==> src/rtl/axil_pkg.sv <==
// Shared AXI-Lite definitions for the register slice and axil_interconnect.
package axil_pkg;

    typedef logic [1:0] axil_resp_t;

    localparam axil_resp_t RESP_OKAY   = 2'b00;
    localparam axil_resp_t RESP_EXOKAY = 2'b01;
    localparam axil_resp_t RESP_SLVERR = 2'b10;
    localparam axil_resp_t RESP_DECERR = 2'b11;

endpackage

==> src/rtl/axil_skid_buffer.sv <==
// Generic 2-entry valid/ready slice: registered ready and valid, FIFO order,
// one beat per cycle while the output drains.
module axil_skid_buffer #(
    parameter int unsigned WIDTH = 32
) (
    input  logic             clk,
    input  logic             rst,
    input  logic             s_valid,
    output logic             s_ready,
    input  logic [WIDTH-1:0] s_data,
    output logic             m_valid,
    input  logic             m_ready,
    output logic [WIDTH-1:0] m_data
);

    logic             main_valid;
    logic             skid_valid;
    logic             ready_q;
    logic [WIDTH-1:0] main_data;
    logic [WIDTH-1:0] skid_data;

    logic in_xfer;
    logic out_xfer;
    logic main_valid_next;
    logic skid_valid_next;
    logic main_load_in;
    logic main_load_skid;
    logic skid_load;

    assign in_xfer  = s_valid & ready_q;
    assign out_xfer = main_valid & m_ready;

    // Main refills from skid first so order is kept; skid only fills while main is stalled.
    always_comb begin
        main_valid_next = main_valid;
        skid_valid_next = skid_valid;
        main_load_in    = 1'b0;
        main_load_skid  = 1'b0;
        skid_load       = 1'b0;
        if (!main_valid || out_xfer) begin
            if (skid_valid) begin
                main_load_skid  = 1'b1;
                main_valid_next = 1'b1;
                skid_valid_next = 1'b0;
            end else if (in_xfer) begin
                main_load_in    = 1'b1;
                main_valid_next = 1'b1;
            end else begin
                main_valid_next = 1'b0;
            end
        end else if (in_xfer) begin
            skid_load       = 1'b1;
            skid_valid_next = 1'b1;
        end
    end

    always_ff @(posedge clk) begin
        if (rst) begin
            main_valid <= 1'b0;
            skid_valid <= 1'b0;
            ready_q    <= 1'b0;
        end else begin
            main_valid <= main_valid_next;
            skid_valid <= skid_valid_next;
            ready_q    <= !skid_valid_next;
        end
    end

    always_ff @(posedge clk) begin
        if (main_load_skid) begin
            main_data <= skid_data;
        end else if (main_load_in) begin
            main_data <= s_data;
        end
        if (skid_load) begin
            skid_data <= s_data;
        end
    end

    assign s_ready = ready_q;
    assign m_valid = main_valid;
    assign m_data  = main_data;

endmodule

==> src/rtl/axil_reg_slice.sv <==
// Per-master AXI-Lite register slice: AW/W/AR always go through skid buffers;
// B/R are buffered only when AXIL_REG_SLICE_RESP_EN is defined, otherwise wired through.
module axil_reg_slice
    import axil_pkg::*;
#(
    parameter int unsigned AXI_DATA_WIDTH = 32,
    parameter int unsigned AXI_ADDR_WIDTH = 32
) (
    input  logic                        aclk,
    input  logic                        areset,

    input  logic [AXI_ADDR_WIDTH-1:0]   s_axil_awaddr,
    input  logic                        s_axil_awvalid,
    output logic                        s_axil_awready,
    input  logic [AXI_DATA_WIDTH-1:0]   s_axil_wdata,
    input  logic [AXI_DATA_WIDTH/8-1:0] s_axil_wstrb,
    input  logic                        s_axil_wvalid,
    output logic                        s_axil_wready,
    output logic [1:0]                  s_axil_bresp,
    output logic                        s_axil_bvalid,
    input  logic                        s_axil_bready,
    input  logic [AXI_ADDR_WIDTH-1:0]   s_axil_araddr,
    input  logic                        s_axil_arvalid,
    output logic                        s_axil_arready,
    output logic [AXI_DATA_WIDTH-1:0]   s_axil_rdata,
    output logic [1:0]                  s_axil_rresp,
    output logic                        s_axil_rvalid,
    input  logic                        s_axil_rready,

    output logic [AXI_ADDR_WIDTH-1:0]   m_axil_awaddr,
    output logic                        m_axil_awvalid,
    input  logic                        m_axil_awready,
    output logic [AXI_DATA_WIDTH-1:0]   m_axil_wdata,
    output logic [AXI_DATA_WIDTH/8-1:0] m_axil_wstrb,
    output logic                        m_axil_wvalid,
    input  logic                        m_axil_wready,
    input  logic [1:0]                  m_axil_bresp,
    input  logic                        m_axil_bvalid,
    output logic                        m_axil_bready,
    output logic [AXI_ADDR_WIDTH-1:0]   m_axil_araddr,
    output logic                        m_axil_arvalid,
    input  logic                        m_axil_arready,
    input  logic [AXI_DATA_WIDTH-1:0]   m_axil_rdata,
    input  logic [1:0]                  m_axil_rresp,
    input  logic                        m_axil_rvalid,
    output logic                        m_axil_rready
);

    localparam int unsigned STRB_WIDTH = AXI_DATA_WIDTH / 8;
    localparam int unsigned W_WIDTH    = AXI_DATA_WIDTH + STRB_WIDTH;
    localparam int unsigned R_WIDTH    = AXI_DATA_WIDTH + 2;

    axil_skid_buffer #(.WIDTH(AXI_ADDR_WIDTH)) u_aw (
        .clk     (aclk),
        .rst     (areset),
        .s_valid (s_axil_awvalid),
        .s_ready (s_axil_awready),
        .s_data  (s_axil_awaddr),
        .m_valid (m_axil_awvalid),
        .m_ready (m_axil_awready),
        .m_data  (m_axil_awaddr)
    );

    axil_skid_buffer #(.WIDTH(W_WIDTH)) u_w (
        .clk     (aclk),
        .rst     (areset),
        .s_valid (s_axil_wvalid),
        .s_ready (s_axil_wready),
        .s_data  ({s_axil_wdata, s_axil_wstrb}),
        .m_valid (m_axil_wvalid),
        .m_ready (m_axil_wready),
        .m_data  ({m_axil_wdata, m_axil_wstrb})
    );

    axil_skid_buffer #(.WIDTH(AXI_ADDR_WIDTH)) u_ar (
        .clk     (aclk),
        .rst     (areset),
        .s_valid (s_axil_arvalid),
        .s_ready (s_axil_arready),
        .s_data  (s_axil_araddr),
        .m_valid (m_axil_arvalid),
        .m_ready (m_axil_arready),
        .m_data  (m_axil_araddr)
    );

`ifdef AXIL_REG_SLICE_RESP_EN
    axil_resp_t b_resp;

    // Return paths run downstream-to-upstream, so the interconnect side is the skid input.
    axil_skid_buffer #(.WIDTH(2)) u_b (
        .clk     (aclk),
        .rst     (areset),
        .s_valid (m_axil_bvalid),
        .s_ready (m_axil_bready),
        .s_data  (m_axil_bresp),
        .m_valid (s_axil_bvalid),
        .m_ready (s_axil_bready),
        .m_data  (b_resp)
    );

    assign s_axil_bresp = b_resp;

    axil_skid_buffer #(.WIDTH(R_WIDTH)) u_r (
        .clk     (aclk),
        .rst     (areset),
        .s_valid (m_axil_rvalid),
        .s_ready (m_axil_rready),
        .s_data  ({m_axil_rdata, m_axil_rresp}),
        .m_valid (s_axil_rvalid),
        .m_ready (s_axil_rready),
        .m_data  ({s_axil_rdata, s_axil_rresp})
    );
`else
    assign s_axil_bresp  = m_axil_bresp;
    assign s_axil_bvalid = m_axil_bvalid;
    assign m_axil_bready = s_axil_bready;
    assign s_axil_rdata  = m_axil_rdata;
    assign s_axil_rresp  = m_axil_rresp;
    assign s_axil_rvalid = m_axil_rvalid;
    assign m_axil_rready = s_axil_rready;
`endif

endmodule

==> config.mk <==
export PLATFORM = sky130hd
export DESIGN_NAME = axil_reg_slice
export DESIGN_NICKNAME = d
export VERILOG_FILES = /design/src/rtl/axil_pkg.sv /design/src/rtl/axil_skid_buffer.sv /design/src/rtl/axil_reg_slice.sv
export SDC_FILE = /design/constraint.sdc
export NUM_CORES = 1
export LEC_CHECK = 0
export CAP_MARGIN = 25
export CORE_MARGIN = 4
export CORE_UTILIZATION = 57
export CTS_CLUSTER_SIZE = 20
export DETAILED_ROUTE_END_ITERATION = 6
export DONT_BUFFER_PORTS = 1
export GPL_ROUTABILITY_DRIVEN = 0
export MAX_ROUTING_LAYER = met4
export PLACE_DENSITY = 0.75
export SKIP_LAST_GASP = 1
export SLEW_MARGIN = 20
export SYNTH_ARGS = -nofsm -noshare
export SYNTH_HDL_FRONTEND = slang
export SYNTH_SLANG_ARGS = --single-unit
==> constraint.sdc <==
create_clock -name aclk -period 2.6 [get_ports aclk]
set_input_delay 0.39 -clock aclk [delete_from_list [all_inputs] [get_ports aclk]]
set_output_delay 0.39 -clock aclk [all_outputs]
set_load 0.03 [all_outputs]
==> results of run 1 <==
[per-stage QoR]
stage	util, %	setup slack (ns)	cell area [um^2]	std cells	hold slack, ns
2_1_floorplan	-	0.110	8080	392	0.489
3_3_place_gp	57.3	0.743	7950	529	0.464
4_1_cts	69.0	0.708	9580	666	0.109
5_1_grt	69.0	0.676	9580	666	0.109
6_report	69.0	0.718	9580	666	0.126
3_5_place_dp	57.3	0.721	7950	529	0.465
[power by group]
part / internal (uW) / total, uW / switching [uW] / leakage (uW)
Sequential: 3810 / 4020 / 206 / 0.00191
Combinational: 195 / 317 / 122 / 0.00114
Clock: 1580 / 2750 / 1170 / 0.000306
Total: 5590 / 7090 / 1500 / 0.00336
[how the worst min path moves through the flow]
stage	from	to	slack, ns	cells after the start
final	s_axil_wdata[14]	u_w.m_data[18]$_DFFE_PP_	0.13	1
after global routing	s_axil_wdata[13]	u_w.m_data[17]$_DFFE_PP_	0.11	1
after CTS	s_axil_wdata[10]	u_w.m_data[14]$_DFFE_PP_	0.11	1
after detailed placement	areset	u_ar.m_valid$_SDFFE_PP0N_	0.47	1
after global placement	areset	u_ar.m_valid$_SDFFE_PP0N_	0.46	1
after floorplan	s_axil_araddr[0]	u_ar.skid_data[0]$_DFFE_PP_	0.49	0
[sequential cells by signal (all words and copies together), names as in the netlist]
register         cells
u_w.m_valid          1
u_aw.m_valid         1
u_ar.m_data         32
u_aw.skid_valid      1
u_aw.skid_data      32
u_w.m_data          36
u_w.skid_data       36
u_w.s_ready          1
u_aw.m_data         32
u_ar.skid_data      32
u_w.skid_valid       1
u_ar.skid_valid      1
u_ar.m_valid         1
u_ar.s_ready         1
u_aw.s_ready         1
[cell families (layout without fill, tap and decap cells)]
group	after synthesis	after routing	synth area share, %
multiplexers	100	100	15.5
AND/OR/NAND/NOR	21	21	1.78
AO/OA/AOI/OAI	9	9	0.559
buffers and inverters	53	147	5.49
flip-flops	209	209	76.7
[timing repair]
item	in CTS	in global routing
hold buffers	101	0
setup buffers	0	0
hold endpoints to repair	109	0
setup endpoints to repair	0	0
[synth_stat cells, drive strengths merged]
library cell	count	area (um^2)
a21oi	9	45.0
nor2	9	33.8
mux2	100	1250
nand2	6	53.8
inv	3	11.3
nor3	3	15.0
clkbuf	1	3.75
nand2b	3	41.3
dfxtp	9	180
edfxtp	200	6010
buf	49	428
[area by class of cell]
type | instances | area [um^2]
Sequential cell | 209 | 6190
Fill cell | 855 | 4300
Multi-Input combinational cell | 130 | 1470
Timing Repair Buffer | 108 | 1060
Clock buffer | 25 | 541
Tap cell | 180 | 225
Clock inverter | 11 | 81.3
Inverter | 3 | 11.3
[worst reg2reg max path: stages (launching register included)]
cell	delay, ns
dfxtp_1	0.70
nand2b_4	0.18
nand2_8	0.34
mux2_2	0.41
[routing by layer]
layer	GRT usage, %	wire, um	up-vias
li1	-	-	1626
met1	24.5	6050	1851
met2	36.2	8870	207
met3	7.03	1670	39
met4	6.12	402	0
met5	-	0	-
==> flow_metrics.tcl, run 1 <==
set metrics [dict create \
    p_per_area_mw_per_mm2 740 \
    synth_area_per_cell_um2 20.6 \
    syn-num-nets 540 \
    clkTransAtPathRegs_ns 0.06 \
    cts_sinks 209 \
    die_h_um 127 \
    die_x_um 127 \
    path_class "reg -> reg" \
    rrSetupSlack_ns 0.72 \
    r2r-start "u_w.m_valid$_SDFFE_PP0N_" \
    endpoint_kind "register" \
    antenna_left 0 \
    tightest_slew_ns 0.597 \
    routed_wl_um 17000 \
    syn_inst 392 \
    grt_max_degree 37 \
    final_nets 621 \
    grt_pass1_vias 4060 \
    p_total_uw 7090 \
    hold_path.class "in -> reg" \
    core_area_mm2 0.0139 \
    period_needed_ns 1.88 \
    path_max_fanout 36 \
    crit_buf_inv 0 \
    drv_slew 0 \
    ys_seq_elements 209 \
    num_io_pins 294 \
    critPathRequiredTime_ns 2.83 \
    clk_latency_ns 0.48 \
    drtIter0Drc 258 \
    max_freq_mhz 531 \
    final_cell_mix "200 x edfxtp_1, 101 x dlygate4sd3_1, 68 x mux2_2" \
    num_vias 3723 \
    clockBufferDepth 3 \
    synth_warnings 0 \
    grt-ovfl-total 0 \
    peakVddDrop_mv 0.450 \
    layout_commonest_cell "edfxtp_1" \
    cp-startpoint "u_w.m_valid$_SDFFE_PP0N_" \
    postCtsResizedCells 0 \
    cp_cell_sequence "nand2b_4 > nand2_8 > mux2_2" \
    finalClockSkew_ns 0.00759 \
    reg2reg_depth 3 \
    outcome "completed" \
    io_buffers 0 \
    slowest_delay_ns 0.70 \
    final.setup.tns_ns 0 \
    cp_top_family "flip-flops" \
    grt_antenna_before_repair 0 \
    grt_usage_pct 21.4 \
    cp_num_cells 3 \
    cap_violations 0 \
    cts_max_level 1 \
    crit_arrival_ns 2.11 \
    leakage_uw 0.00336 \
    cts_tree "yes" \
    drtPass1Iterations 6 \
    num_rows 43 \
    diodes 0 \
    drive_gt1_share_pct 30.0 \
    rsz0062_at_grt "false" \
    clockRootBuffer "clkbuf_16" \
    slew_headroom_pct 60.2 \
    seq_area_frac_synth_pct 76.7 \
    synthesis.area_mm2 0.00806 \
    finalHoldViolCount 0 \
    setup_viol 0 \
    dp_hpwl_um 9870 \
    r2r-end "u_w.m_data[0]$_DFFE_PP_" \
    period_share_pct 72.4 \
    critPathLaunchType "register" \
    synth_cell_type_count 16 \
    timing.critical_path.to "u_w.m_data[0]$_DFFE_PP_" \
    via_per_inst 5.59 \
    numCtsBuffers 21 \
    area_growth_pct 18.8 \
    drc 0 \
    dieArea_mm2 0.0161 \
    slowest_stage "dfxtp_1" \
    wire_per_inst_um 25.5 \
    start_util_pct 58.1 \
    grt_pass1_wl_um 25200 \
]
(Power assumes the default switching activity.)
==> run 2, diff against run 1 <==
--- a/config.mk
+++ b/config.mk
@@ -7,13 +7,13 @@
 export LEC_CHECK = 0
 export CAP_MARGIN = 25
 export CORE_MARGIN = 4
-export CORE_UTILIZATION = 57
+export CORE_UTILIZATION = 60
 export CTS_CLUSTER_SIZE = 20
 export DETAILED_ROUTE_END_ITERATION = 6
 export DONT_BUFFER_PORTS = 1
 export GPL_ROUTABILITY_DRIVEN = 0
 export MAX_ROUTING_LAYER = met4
-export PLACE_DENSITY = 0.75
+export PLACE_DENSITY = 0.76
 export SKIP_LAST_GASP = 1
 export SLEW_MARGIN = 20
 export SYNTH_ARGS = -nofsm -noshare
==> constraint.sdc (replaced) <==
create_clock -name aclk -period 1.8 [get_ports aclk]
set_input_delay 0.27 -clock aclk [delete_from_list [all_inputs] [get_ports aclk]]
set_output_delay 0.27 -clock aclk [all_outputs]
set_load 0.03 [all_outputs]
==> run 2 against run 1 <==
Global-route usage is 0.36 points lower. Largest power group unchanged. Power is 58% higher. Cell count is 1.1% higher. Maximum frequency is 24% higher.
==> flow_metrics.tcl, run 2 (same netlist as run 1, synthesis figures left out) <==
set metrics [dict create \
    layout_commonest_cell "edfxtp_1" \
    dp_hpwl_um 9560 \
    critPathRequiredTime_ns 2.03 \
    final_nets 628 \
    holdPathStages 1 \
    cts_max_level 1 \
    finalClockSkew_ns 0.0127 \
    rrSetupSlack_ns 0.28 \
    path_max_fanout 32 \
    cts_tree "yes" \
    area_growth_pct 22.5 \
    numCtsBuffers 22 \
    p_total_uw 11200 \
    p_per_area_mw_per_mm2 1140 \
    antenna_left 0 \
    core_area_mm2 0.0132 \
    leakage_uw 0.00348 \
    worstHoldEndpoint "u_w.m_data[27]$_DFFE_PP_" \
    internal-power_uw 8870 \
    setup_viol 0 \
    worst_hold_slack_ns 0.0175 \
    grt_antenna_before_repair 1 \
    grt_usage_pct 21.0 \
    sequentialPowerShare_pct 51.5 \
    fin_util_pct 74.9 \
    clk_latency_ns 0.49 \
    max_freq_mhz 657 \
    reg2reg_depth 3 \
    grt_pass1_vias 3981 \
    wire_per_inst_um 24.1 \
    clkTransAtPathRegs_ns 0.07 \
    drtPass1Iterations 4 \
    grt_pass1_wl_um 23400 \
    cap_violations 0 \
    r2r-start "u_ar.m_valid$_SDFFE_PP0N_" \
    tightest_slew_ns 0.466 \
    clkPwrFrac_pct 43.8 \
    final_cell_mix "200 x edfxtp_1, 101 x dlygate4sd3_1, 68 x mux2_2" \
    outcome "completed" \
    period_needed_ns 1.52 \
    slew_headroom_pct 68.9 \
    endpoint_kind "register" \
    drv_slew 0 \
    r2r-end "u_ar.m_data[2]$_DFFE_PP_" \
    die_h_um 124 \
    clockBufferDepth 3 \
    drive_gt1_share_pct 32.7 \
    peakVddDrop_mv 0.888 \
    dieArea_mm2 0.0154 \
    via_per_inst 5.55 \
    num_rows 42 \
    start_util_pct 61.1 \
    drtIter0Drc 265 \
    cts_sinks 209 \
    grt_max_degree 37 \
    min-delay-start "s_axil_wdata[23]" \
    hold_path.class "in -> reg" \
    pwr-share-comb_pct 4.8 \
    period_share_pct 84.5 \
    path_class "reg -> reg" \
    critPathLaunchType "register" \
    die_x_um 124 \
    io_buffers 0 \
    rsz0062_at_grt "false" \
    grt-ovfl-total 0 \
    finalHoldViolCount 0 \
    clockRootBuffer "clkbuf_16" \
    swShare_pct 20.9 \
    routed_wl_um 16200 \
    switching_power_uw 2350 \
    drc 0 \
    num_vias 3735 \
    crit_arrival_ns 1.75 \
    num_io_pins 294 \
]
==> run 2: cell count changes in the layout (fill, tap and decap cells not counted), moves of 2 or more <==
cell | before | now
buf_12 | 0 | 4
nor2_4 | 1 | 3
nor2_2 | 2 | 0
clkinv_1 | 5 | 3
bufinv_16 | 1 | 5
clkbuf_1 | 4 | 0
buf_4 | 7 | 9
clkinvlp_4 | 0 | 3
clkbuf_16 | 21 | 23
==> run 2: worst max-delay path by stage <==
| stage | from | to | slack, ns | cells past startpoint |
|---|---|---|---|---|
| floorplan | u_w.s_ready$_SDFF_PP0_ | u_w.m_data[0]$_DFFE_PP_ | -0.32 | 2 |
| global placement | u_ar.m_valid$_SDFFE_PP0N_ | u_ar.m_data[20]$_DFFE_PP_ | 0.35 | 3 |
| detailed placement | u_aw.m_valid$_SDFFE_PP0N_ | u_aw.m_data[14]$_DFFE_PP_ | 0.30 | 3 |
| CTS | u_aw.m_valid$_SDFFE_PP0N_ | u_aw.m_data[14]$_DFFE_PP_ | 0.29 | 3 |
| global route | u_ar.m_valid$_SDFFE_PP0N_ | u_ar.m_data[2]$_DFFE_PP_ | 0.22 | 3 |
| finish | u_ar.m_valid$_SDFFE_PP0N_ | u_ar.m_data[2]$_DFFE_PP_ | 0.28 | 3 |
==> run 2: layout make-up <==
| type | count | area [um^2] |
|---|---|---|
| Timing Repair Buffer | 114 | 1160 |
| Antenna cell | 1 | 2.50 |
| Sequential cell | 209 | 6190 |
| Fill cell | 721 | 3310 |
| Clock buffer | 23 | 576 |
| Multi-Input combinational cell | 130 | 1490 |
| Inverter | 3 | 11.3 |
| Clock inverter | 17 | 233 |
| Tap cell | 176 | 220 |
==> run 2: power groups by stage <==
stage               clock [uW]  combinational, uW  sequential, uW
floorplan                    0                386            5870
global placement             0                295            5880
detailed placement           0                310            5880
CTS                       4980                527            5770
global route              5190                575            5790
finish                    4910                535            5770
==> run 2: worst max-delay path, cell delays in order, from the launching register on <==
cell	delay, ns
dfxtp_1	0.39
nand2b_4	0.11
nand2_4	0.36
mux2_2	0.40
==> run 2: per-layer routing <==
metal / up-vias / track usage (%) / part of all wire, %
met1: 1852 / 23.8 / 37
met3: 49 / 7.18 / 8.1
li1: 1648 / - / -
met2: 186 / 35.2 / 52
met4: 0 / 7.12 / 3.0
met5: - / - / 0
==> run 2: what timing repair did <==
action,in CTS,in global routing
hold buffers,101,0
setup buffers,0,0
hold endpoints to repair,205,0
gates resized for setup,0,0
==> run 2: per-stage QoR <==
| stage | setup TNS [ns] | cell area [um^2] | setup slack (ns) | cells |
|---|---|---|---|---|
| final | 0 | 9880 | 0.279 | 673 |
| after global placement | 0 | 8060 | 0.348 | 531 |
| after global routing | 0 | 9880 | 0.217 | 673 |
| after CTS | 0 | 9880 | 0.289 | 672 |
| after floorplan | -11.58 | 8110 | -0.322 | 392 |
| after detailed placement | 0 | 8060 | 0.303 | 531 |
